--- src/rtl/c17_out_monitor.sv ---
// c17_out_monitor: watches the c17 netlist outputs (nx22/nx23) against a
// golden model of the c17 gate network. Counts output transitions and
// post-settle mismatches, and presents them as snapshot registers on request.
// Optional feature macro: C17_MON_GLITCH_EN (glitch counter; tied to 0 when
// undefined).
module c17_out_monitor #(
  parameter int unsigned CNT_W  = 16,
  parameter int unsigned SETTLE = 4
) (
  input  logic             clk,
  input  logic             rst,
  input  logic             nx1,
  input  logic             nx2,
  input  logic             nx3,
  input  logic             nx6,
  input  logic             nx7,
  input  logic             nx22,
  input  logic             nx23,
  input  logic             clr,
  input  logic             snap_req,
  output logic             snap_ack,
  output logic [CNT_W-1:0] tr22,
  output logic [CNT_W-1:0] tr23,
  output logic [CNT_W-1:0] err_cnt,
  output logic [CNT_W-1:0] glitch_cnt,
  output logic             err,
  output logic             busy
);

  typedef enum logic [1:0] {
    S_IDLE,
    S_SETTLE,
    S_CHECK
  } state_t;

  localparam logic [7:0] SETTLE_LD = 8'(SETTLE);

  state_t           r_state, w_state_nxt;
  logic [7:0]       r_settle, w_settle_nxt;
  logic             w_check;

  logic             r_s22_m, r_s22_s, r_s23_m, r_s23_s;
  logic [4:0]       r_vec, r_vec_prev;
  logic             w_vchg;
  logic             w_t22, w_t23;

  logic             w_n0, w_n1, w_n2, w_n3, w_g22, w_g23;
  logic             w_mismatch;

  logic [CNT_W-1:0] r_tr22, r_tr23, r_err_cnt;
  logic             r_err;
  logic [CNT_W-1:0] w_glitch_live;

  logic [CNT_W-1:0] r_snap_tr22, r_snap_tr23, r_snap_err, r_snap_gl;
  logic             r_ack;

  // Saturating add of a small increment (0..2) to a counter.
  function automatic logic [CNT_W-1:0] sat_add(input logic [CNT_W-1:0] a,
                                               input logic [1:0]       inc);
    logic [CNT_W:0] sum;
    sum = {1'b0, a} + (CNT_W+1)'(inc);
    if (sum[CNT_W]) return '1;
    return sum[CNT_W-1:0];
  endfunction

  // Two-flop synchronizers for the netlist outputs; one register stage for the
  // stimulus vector plus its previous-cycle copy for change detection.
  always_ff @(posedge clk) begin
    if (rst) begin
      r_s22_m    <= 1'b0;
      r_s22_s    <= 1'b0;
      r_s23_m    <= 1'b0;
      r_s23_s    <= 1'b0;
      r_vec      <= '0;
      r_vec_prev <= '0;
    end else begin
      r_s22_m    <= nx22;
      r_s22_s    <= r_s22_m;
      r_s23_m    <= nx23;
      r_s23_s    <= r_s23_m;
      r_vec      <= {nx7, nx6, nx3, nx2, nx1};
      r_vec_prev <= r_vec;
    end
  end

  assign w_vchg = (r_vec != r_vec_prev);
  // A difference across the synchronizer stages means the synchronized value
  // changes at the coming edge; counting then equals counting each change.
  assign w_t22  = r_s22_m ^ r_s22_s;
  assign w_t23  = r_s23_m ^ r_s23_s;

  // Golden c17 model; r_vec = {nx7, nx6, nx3, nx2, nx1}.
  assign w_n1  = ~(r_vec[2] & r_vec[3]);
  assign w_n0  = ~(r_vec[0] & r_vec[2]);
  assign w_n3  = ~(r_vec[1] & w_n1);
  assign w_n2  = ~(r_vec[4] & w_n1);
  assign w_g22 = ~(w_n0 & w_n3);
  assign w_g23 = ~(w_n3 & w_n2);

  // FSM state and settle counter registers.
  always_ff @(posedge clk) begin
    if (rst) begin
      r_state  <= S_IDLE;
      r_settle <= '0;
    end else begin
      r_state  <= w_state_nxt;
      r_settle <= w_settle_nxt;
    end
  end

  // FSM next-state: wait for a vector change, let it settle, check once.
  always_comb begin
    w_state_nxt  = r_state;
    w_settle_nxt = r_settle;
    w_check      = 1'b0;
    case (r_state)
      S_IDLE: begin
        if (w_vchg) begin
          w_state_nxt  = S_SETTLE;
          w_settle_nxt = SETTLE_LD;
        end
      end
      S_SETTLE: begin
        if (w_vchg) begin
          w_settle_nxt = SETTLE_LD;
        end else if (r_settle <= 8'd1) begin
          w_settle_nxt = '0;
          w_state_nxt  = S_CHECK;
        end else begin
          w_settle_nxt = r_settle - 8'd1;
        end
      end
      S_CHECK: begin
        w_check = 1'b1;
        if (w_vchg) begin
          w_state_nxt  = S_SETTLE;
          w_settle_nxt = SETTLE_LD;
        end else begin
          w_state_nxt  = S_IDLE;
          w_settle_nxt = '0;
        end
      end
      default: begin
        w_state_nxt  = S_IDLE;
        w_settle_nxt = '0;
      end
    endcase
  end

  assign w_mismatch = w_check & ((r_s22_s ^ w_g22) | (r_s23_s ^ w_g23));

  // Live transition/mismatch counters and sticky error flag; clr beats increments.
  always_ff @(posedge clk) begin
    if (rst || clr) begin
      r_tr22    <= '0;
      r_tr23    <= '0;
      r_err_cnt <= '0;
      r_err     <= 1'b0;
    end else begin
      r_tr22    <= sat_add(r_tr22, {1'b0, w_t22});
      r_tr23    <= sat_add(r_tr23, {1'b0, w_t23});
      r_err_cnt <= sat_add(r_err_cnt, {1'b0, w_mismatch});
      if (w_mismatch) r_err <= 1'b1;
    end
  end

`ifdef C17_MON_GLITCH_EN
  logic             r_seen22, r_seen23;
  logic             w_in_win;
  logic [1:0]       w_g_inc;
  logic [CNT_W-1:0] r_glitch;

  assign w_in_win = (r_state == S_SETTLE) || (r_state == S_CHECK);
  assign w_g_inc  = {1'b0, w_in_win & w_t22 & r_seen22}
                  + {1'b0, w_in_win & w_t23 & r_seen23};

  // Per-output "already transitioned in this window" flags; the window closes
  // after the CHECK cycle, so flags drop in CHECK and stay low in IDLE.
  always_ff @(posedge clk) begin
    if (rst || r_state == S_IDLE || r_state == S_CHECK) begin
      r_seen22 <= 1'b0;
      r_seen23 <= 1'b0;
    end else begin
      if (w_t22) r_seen22 <= 1'b1;
      if (w_t23) r_seen23 <= 1'b1;
    end
  end

  // Glitch counter: transitions beyond the first per output within a window.
  always_ff @(posedge clk) begin
    if (rst || clr) r_glitch <= '0;
    else            r_glitch <= sat_add(r_glitch, w_g_inc);
  end

  assign w_glitch_live = r_glitch;
`else
  assign w_glitch_live = '0;
`endif

  // Snapshot registers and one-cycle acknowledge; clr forces zeros.
  always_ff @(posedge clk) begin
    if (rst) begin
      r_ack       <= 1'b0;
      r_snap_tr22 <= '0;
      r_snap_tr23 <= '0;
      r_snap_err  <= '0;
      r_snap_gl   <= '0;
    end else begin
      r_ack <= snap_req;
      if (clr) begin
        r_snap_tr22 <= '0;
        r_snap_tr23 <= '0;
        r_snap_err  <= '0;
        r_snap_gl   <= '0;
      end else if (snap_req) begin
        r_snap_tr22 <= r_tr22;
        r_snap_tr23 <= r_tr23;
        r_snap_err  <= r_err_cnt;
        r_snap_gl   <= w_glitch_live;
      end
    end
  end

  assign snap_ack   = r_ack;
  assign tr22       = r_snap_tr22;
  assign tr23       = r_snap_tr23;
  assign err_cnt    = r_snap_err;
  assign glitch_cnt = r_snap_gl;
  assign err        = r_err;
  assign busy       = (r_state != S_IDLE);

endmodule

--- config.mk ---
export PLATFORM = sky130hd
export DESIGN_NAME = c17_out_monitor
export DESIGN_NICKNAME = d
export VERILOG_FILES = /design/src/rtl/c17_out_monitor.sv
export SDC_FILE = /design/constraint.sdc
export NUM_CORES = 1
export LEC_CHECK = 0
export ABC_AREA = 1
export CAP_MARGIN = 40
export CORE_MARGIN = 8
export CORE_UTILIZATION = 58
export DETAILED_ROUTE_END_ITERATION = 10
export GPL_TIMING_DRIVEN = 0
export PLACE_DENSITY_LB_ADDON = 0.3
export SYNTH_ARGS = -nofsm -noshare
export SYNTH_HDL_FRONTEND = slang
export SYNTH_SLANG_ARGS = --single-unit
--- constraint.sdc ---
create_clock -name clk -period 3.5 [get_ports clk]
set_input_delay 0.7 -clock clk [delete_from_list [all_inputs] [get_ports clk]]
set_output_delay 0.7 -clock clk [all_outputs]
set_load 0.01 [all_outputs]
* Yosys cells after proc, flatten, opt, wreduce, memory -nomap -nowiden *
Index checks and enable logic that the tools add are counted.

cells by class
  equal/unequal tests = 6
  order comparisons = 1
  $add $sub $neg = 4
  muxes and demuxes = 23
  bitwise gates (word level) = 18
  reductions and logical operators = 5

operators with widths
  operator             count
  $mux 16              6
  $add 16x1->17        3
  $mux 8               3
  $pmux 8 s3           1
  $le 8x1->1 const B   1
  $mux 1               8
  $sub 8x1->8 const B  1
  $and 1x1->1          7
  $mux 2               3
  $ne 2x2->1 const B   3
  $not 1->1            6
  $pmux 2 s3           1
  $ne 5x5->1           1
  $xor 1x1->1          4
  $mux 3               1
  $reduce_and 3->1     1
  $eq 2x1->1 const B   1
  $eq 2x2->1 const B   1
  $logic_not 2->1      1
  $reduce_bool 2->1    1
  $reduce_or 2->1      1
  $logic_or 1x1->1     1
  $or 1x1->1           1

storage, ports and cells
  bits of input ports = 11
  register bits = 122
  word-level logic and storage cells = 73

* Logic depth before layout (Yosys ltp) *
  word-level depth = 13
  gate-level depth with buffers = 17

* Worst setup path after synthesis *
No wires, ideal clock.

  kind = register to register
  start point = reg r_vec[2]
  end point = reg r_err_cnt[10]
  arrival time = 1.742 ns
  setup slack = 1.649 ns
  period minus slack after synthesis = 1.851 ns
  required time = 3.391 ns
  stages on the path, launching flop included = 17
  buffers on the path = 0
  path through = dfxtp_1 -> inv_2 -> o21ai_0 -> xnor2_1 -> nand2_1 -> nand2_1 -> inv_1 -> ha_1 -> nand3_2 -> nor2_4 -> nand2_2 -> clkinv_2 -> nand2_1 -> xor2_1 -> nand2_1 -> nand2_1 -> inv_1

on the way
  word-level cells in the longest chain between the ends = 13

RTL lines
  element                         RTL line  RTL
  start, declared                 43        logic [4:0] r_vec, r_vec_prev;
  start signal, assigned          81        r_vec <= {nx7, nx6, nx3, nx2, nx1};
  $and 1x1->1                     93        assign w_n1 = ~(r_vec[2] & r_vec[3]);
  $not 1->1                       93
  $and 1x1->1 (on tied branches)  95, 96
  $not 1->1 (on tied branches)    95, 96
  $and 1x1->1 (on tied branches)  97, 98
  $not 1->1 (on tied branches)    97, 98
  $xor 1x1->1                     150       assign w_mismatch = w_check & ((r_s22_s ^ w_g22) | (r_s23_s ^ w_g23));
  $or 1x1->1 *                    150
  $and 1x1->1 *                   150
  named net w_mismatch            48        logic w_mismatch;
  $add 16x1->17 *                 61        sum = {1'b0, a} + (CNT_W+1)'(inc);
  $mux 1                          62        if (sum[CNT_W]) return '1;
  $mux 1                          154       if (rst || clr) begin
  $mux 16 *                       63        return sum[CNT_W-1:0];
  end signal, assigned            162       r_err_cnt <= sat_add(r_err_cnt, {1'b0, w_mismatch});
  end, declared                   50        logic [CNT_W-1:0] r_tr22, r_tr23, r_err_cnt;

Mark *: on every way through the listed nets, which the timed path passes. The rest lies on a longest branch. The select of a mux whose other input is x is not followed.
A chain may end at the register's enable or synchronous reset.

* Worst setup path after layout *
  start point = reg r_state[0]
  end point = out busy

on the way
  word-level cells in the longest chain between the ends = 1

RTL lines
  element                 RTL line  RTL
  start, declared         38        state_t r_state, w_state_nxt;
  start signal, assigned  106       r_state <= w_state_nxt;
  $reduce_bool 2->1       230       assign busy = (r_state != S_IDLE);
  end, declared           27        output logic busy

Every way passes these cells.

==> flow_summary.toml <==
[status]
status = "complete, no violations"

[global_route]
grtUsageMet1_pct = 23.04
antenna_found_initial = 0
grtUsageMet2_pct = 35.68
gr-total-overflow = 0
grt_use_met3_pct = 5.645
grt_pass1_wl_microns = 21450
top_usage_layer = "met2"
grt_pass1_vias = 4695
grt_usage_pct = 20.62
grt_max_degree = 17

[hold_path]
hold_end = "r_s22_s$_SDFF_PP0_"
min-delay-start = "r_s22_m$_SDFF_PP0_"
hold_path_depth = 2
hold_class = "reg -> reg"

[sta]
relSlewSlack_pct = 59.46
holdWs_ns = 0.4331
fmax_mhz = 424.9
fin_skew_ns = 0.009635
period_needed_ns = 2.353
hold_viol = 0
rsz0062_at_grt = "false"
finalSetupViolCount = 0
worst_pin_slew_ns = 0.6081
slew_violations = 0
fin_setup_tns_ns = 0
layout_worst_path_cycle_share_pct = 67.24

[setup_path]
rr_endpoint = "r_err_cnt[10]$_SDFF_PP0_"
worstPathCellList = "inv_1 > nand2_1 > clkdlybuf4s50_1"
reg2regPathDepth = 17
max_stage_delay_ns = 0.58
slowest_stage = "clkdlybuf4s50_1"
critPathRequiredTime_ns = 2.80
setup.worst_path.class = "reg -> out"
worst_setup_path_end_kind = "output port"
r2r_slack_ns = 1.25
crit_family = "buffers and inverters"
cp_data_arrival_time_ns = 1.65
crit_path_start_kind = "flip-flop"
crit_path_max_fanout = 3
worst-path-buf-inv = 2
reg2reg_from = "r_vec[2]$_SDFF_PP0_"

[floorplan]
rows = 35
ioPinCount = 78
fp.coreArea_sq_um = 9021
die-area_sq_um = 12410
fp.dieW_microns = 111.4
dieHeight_microns = 111.4
start_util_pct = 58.53

[clock_tree]
clk_latency_ns = 0.51
cts_tree = "yes"
ctsResizeCount = 0
htree_levels = 4
cts_sinks = 122
cts.clk_slew.worst_paths_ns = 0.05
cts_buffer_depth = 2
post-cts-setup-buffer-count = 0
cts_root_buf = "clkbuf_8"
cts_made_buffers = 17
cts_hold_buf = 0

[cells_and_area]
fillers = 693
final_common_cell = "nand2_1"
seq_area_sq_um = 2442
area_growth_pct = 26.18
drive_above_1_share_pct = 9.861
finalCoreUtilization_pct = 73.86
layout_common_cells = "nand2_1, dfxtp_1, a21oi_1, inv_1, clkdlybuf4s50_1"
final_net_count = 799
multiInputGateArea_sq_um = 2330
antenna_cells_inserted = 0

[power_and_ir_drop]
p_leak_nw = 2.728
ir_worst_vdd_uv = 330.2
p_per_area_nw_per_um2 = 514.5

[run]
maxCapViolations = 0

[logic_synthesis]
ys_top_cells_by_area = "dfxtp_1, nand2_1, a21oi_1"
synth_ff_type = "dfxtp_1"
yosysWarnings = 0
synth.top_cell.area_share_pct = 46.26
yosysTopAreaCell = "dfxtp_1"
ys_types = 37
synth-seq-cells = 122
ys_seq_area_share_pct = 46.26
syn_area_per_cell_sq_um = 7.686
syn-instance-count = 687
synth.cell_area_sq_um = 5280
synth_edf_count = 0
postSynth.asyncResetShare_pct = 0

[route]
wl_per_cell_microns = 13.92
drc_errors = 0
dr.first_iter.drc_count = 279
vias_per_cell = 5.237
via_count = 4724
routed_wl_microns = 12550
first_pass_iters = 4
postRouteAntennaNets = 0

[place]
io_buffers = 59
gp_congestion = 0.8822
dpl.hpwl_microns = 8936
==> synthesized netlist by cell type (all sizes together) (11+ instances only) <==
library cell and instances:
nor2 54, xor2 18, clkbuf 18, xnor2 11
buf 22, nand4 14, inv 88, nor3 14
dfxtp 122, o21ai 42, nand3 35, nand2 140
a21oi 91
==> flip-flops by register name, indices dropped and copies added, names as in the netlist, 2 cells and up <==
signal      count
r_vec_prev      5
r_state         2
r_tr22         16
r_vec           5
r_tr23         16
tr22           16
tr23           16
err_cnt        16
r_settle        8
r_err_cnt      16
==> cell type report <==
type                    count  area share [%]
clock buffers              22           6.798
clock inverters             8           2.160
multi-input cells         451           34.97
plain buffers              40           3.437
flip-flops and latches    122           36.66
inverters                  89           5.033
repair buffers             59           8.864
well taps                 111           2.085
==> worst max-delay path by stage <==
stage	depth (start not counted)	endpoint	from	slack, ns
floorplan	16	r_err_cnt[10]$_SDFF_PP0_	r_vec[2]$_SDFF_PP0_	1.65
global placement	5	tr22[15]$_SDFFE_PP0P_	clr	1.23
detailed placement	5	tr22[15]$_SDFFE_PP0P_	clr	1.22
CTS	3	busy	r_state[0]$_SDFFE_PP0P_	1.12
global route	3	busy	r_state[0]$_SDFFE_PP0P_	1.04
finish	3	busy	r_state[0]$_SDFFE_PP0P_	1.15
==> metal layers <==
layer  routed length, microns  part of all wire [%]  vias to the layer above
li1                         -                     -                     2354
met2                     6328                    50                      146
met4                      315                   2.5                        0
met1                     5168                    41                     2194
met3                      741                   5.9                       30
met5                        0                     0                        -
==> tightest hold or removal path, stage by stage, from the launching register on <==
cell and delay (ns):
dfxtp_1 0.31, inv_1 0.05, nor2_1 0.03
==> cells by family (layout without fill, tap and decap cells) <==
kind of cell	after synthesis	after routing	share of synthesized area, %
flops	122	122	46.26
simple gates	262	262	23.10
compound gates	136	136	13.18
other cells	1	16	0.07102
xor+xnor	29	29	4.810
buf+inv	129	218	10.69
fa+ha+maj	8	8	1.896
==> report_power, final <==
part | total, mW | leakage, nW | switching, mW | internal (mW)
Combinational | 0.221 | 1.44 | 0.135 | 0.0860
Clock | 1.78 | 0.295 | 0.593 | 1.18
Sequential | 1.43 | 0.989 | 0.0155 | 1.41
==> through the flow <==
stage	worst slack [ns]	instance area (sq um)	std cells	total power [mW]
3_5_place_dp	1.220	6066	872	1.678
4_1_cts	1.118	6663	902	3.437
6_report	1.147	6663	902	3.428
5_1_grt	1.044	6663	902	3.531
3_3_place_gp	1.227	6066	872	1.669
2_1_floorplan	1.649	5336	702	1.605
(Power assumes the default switching activity.)
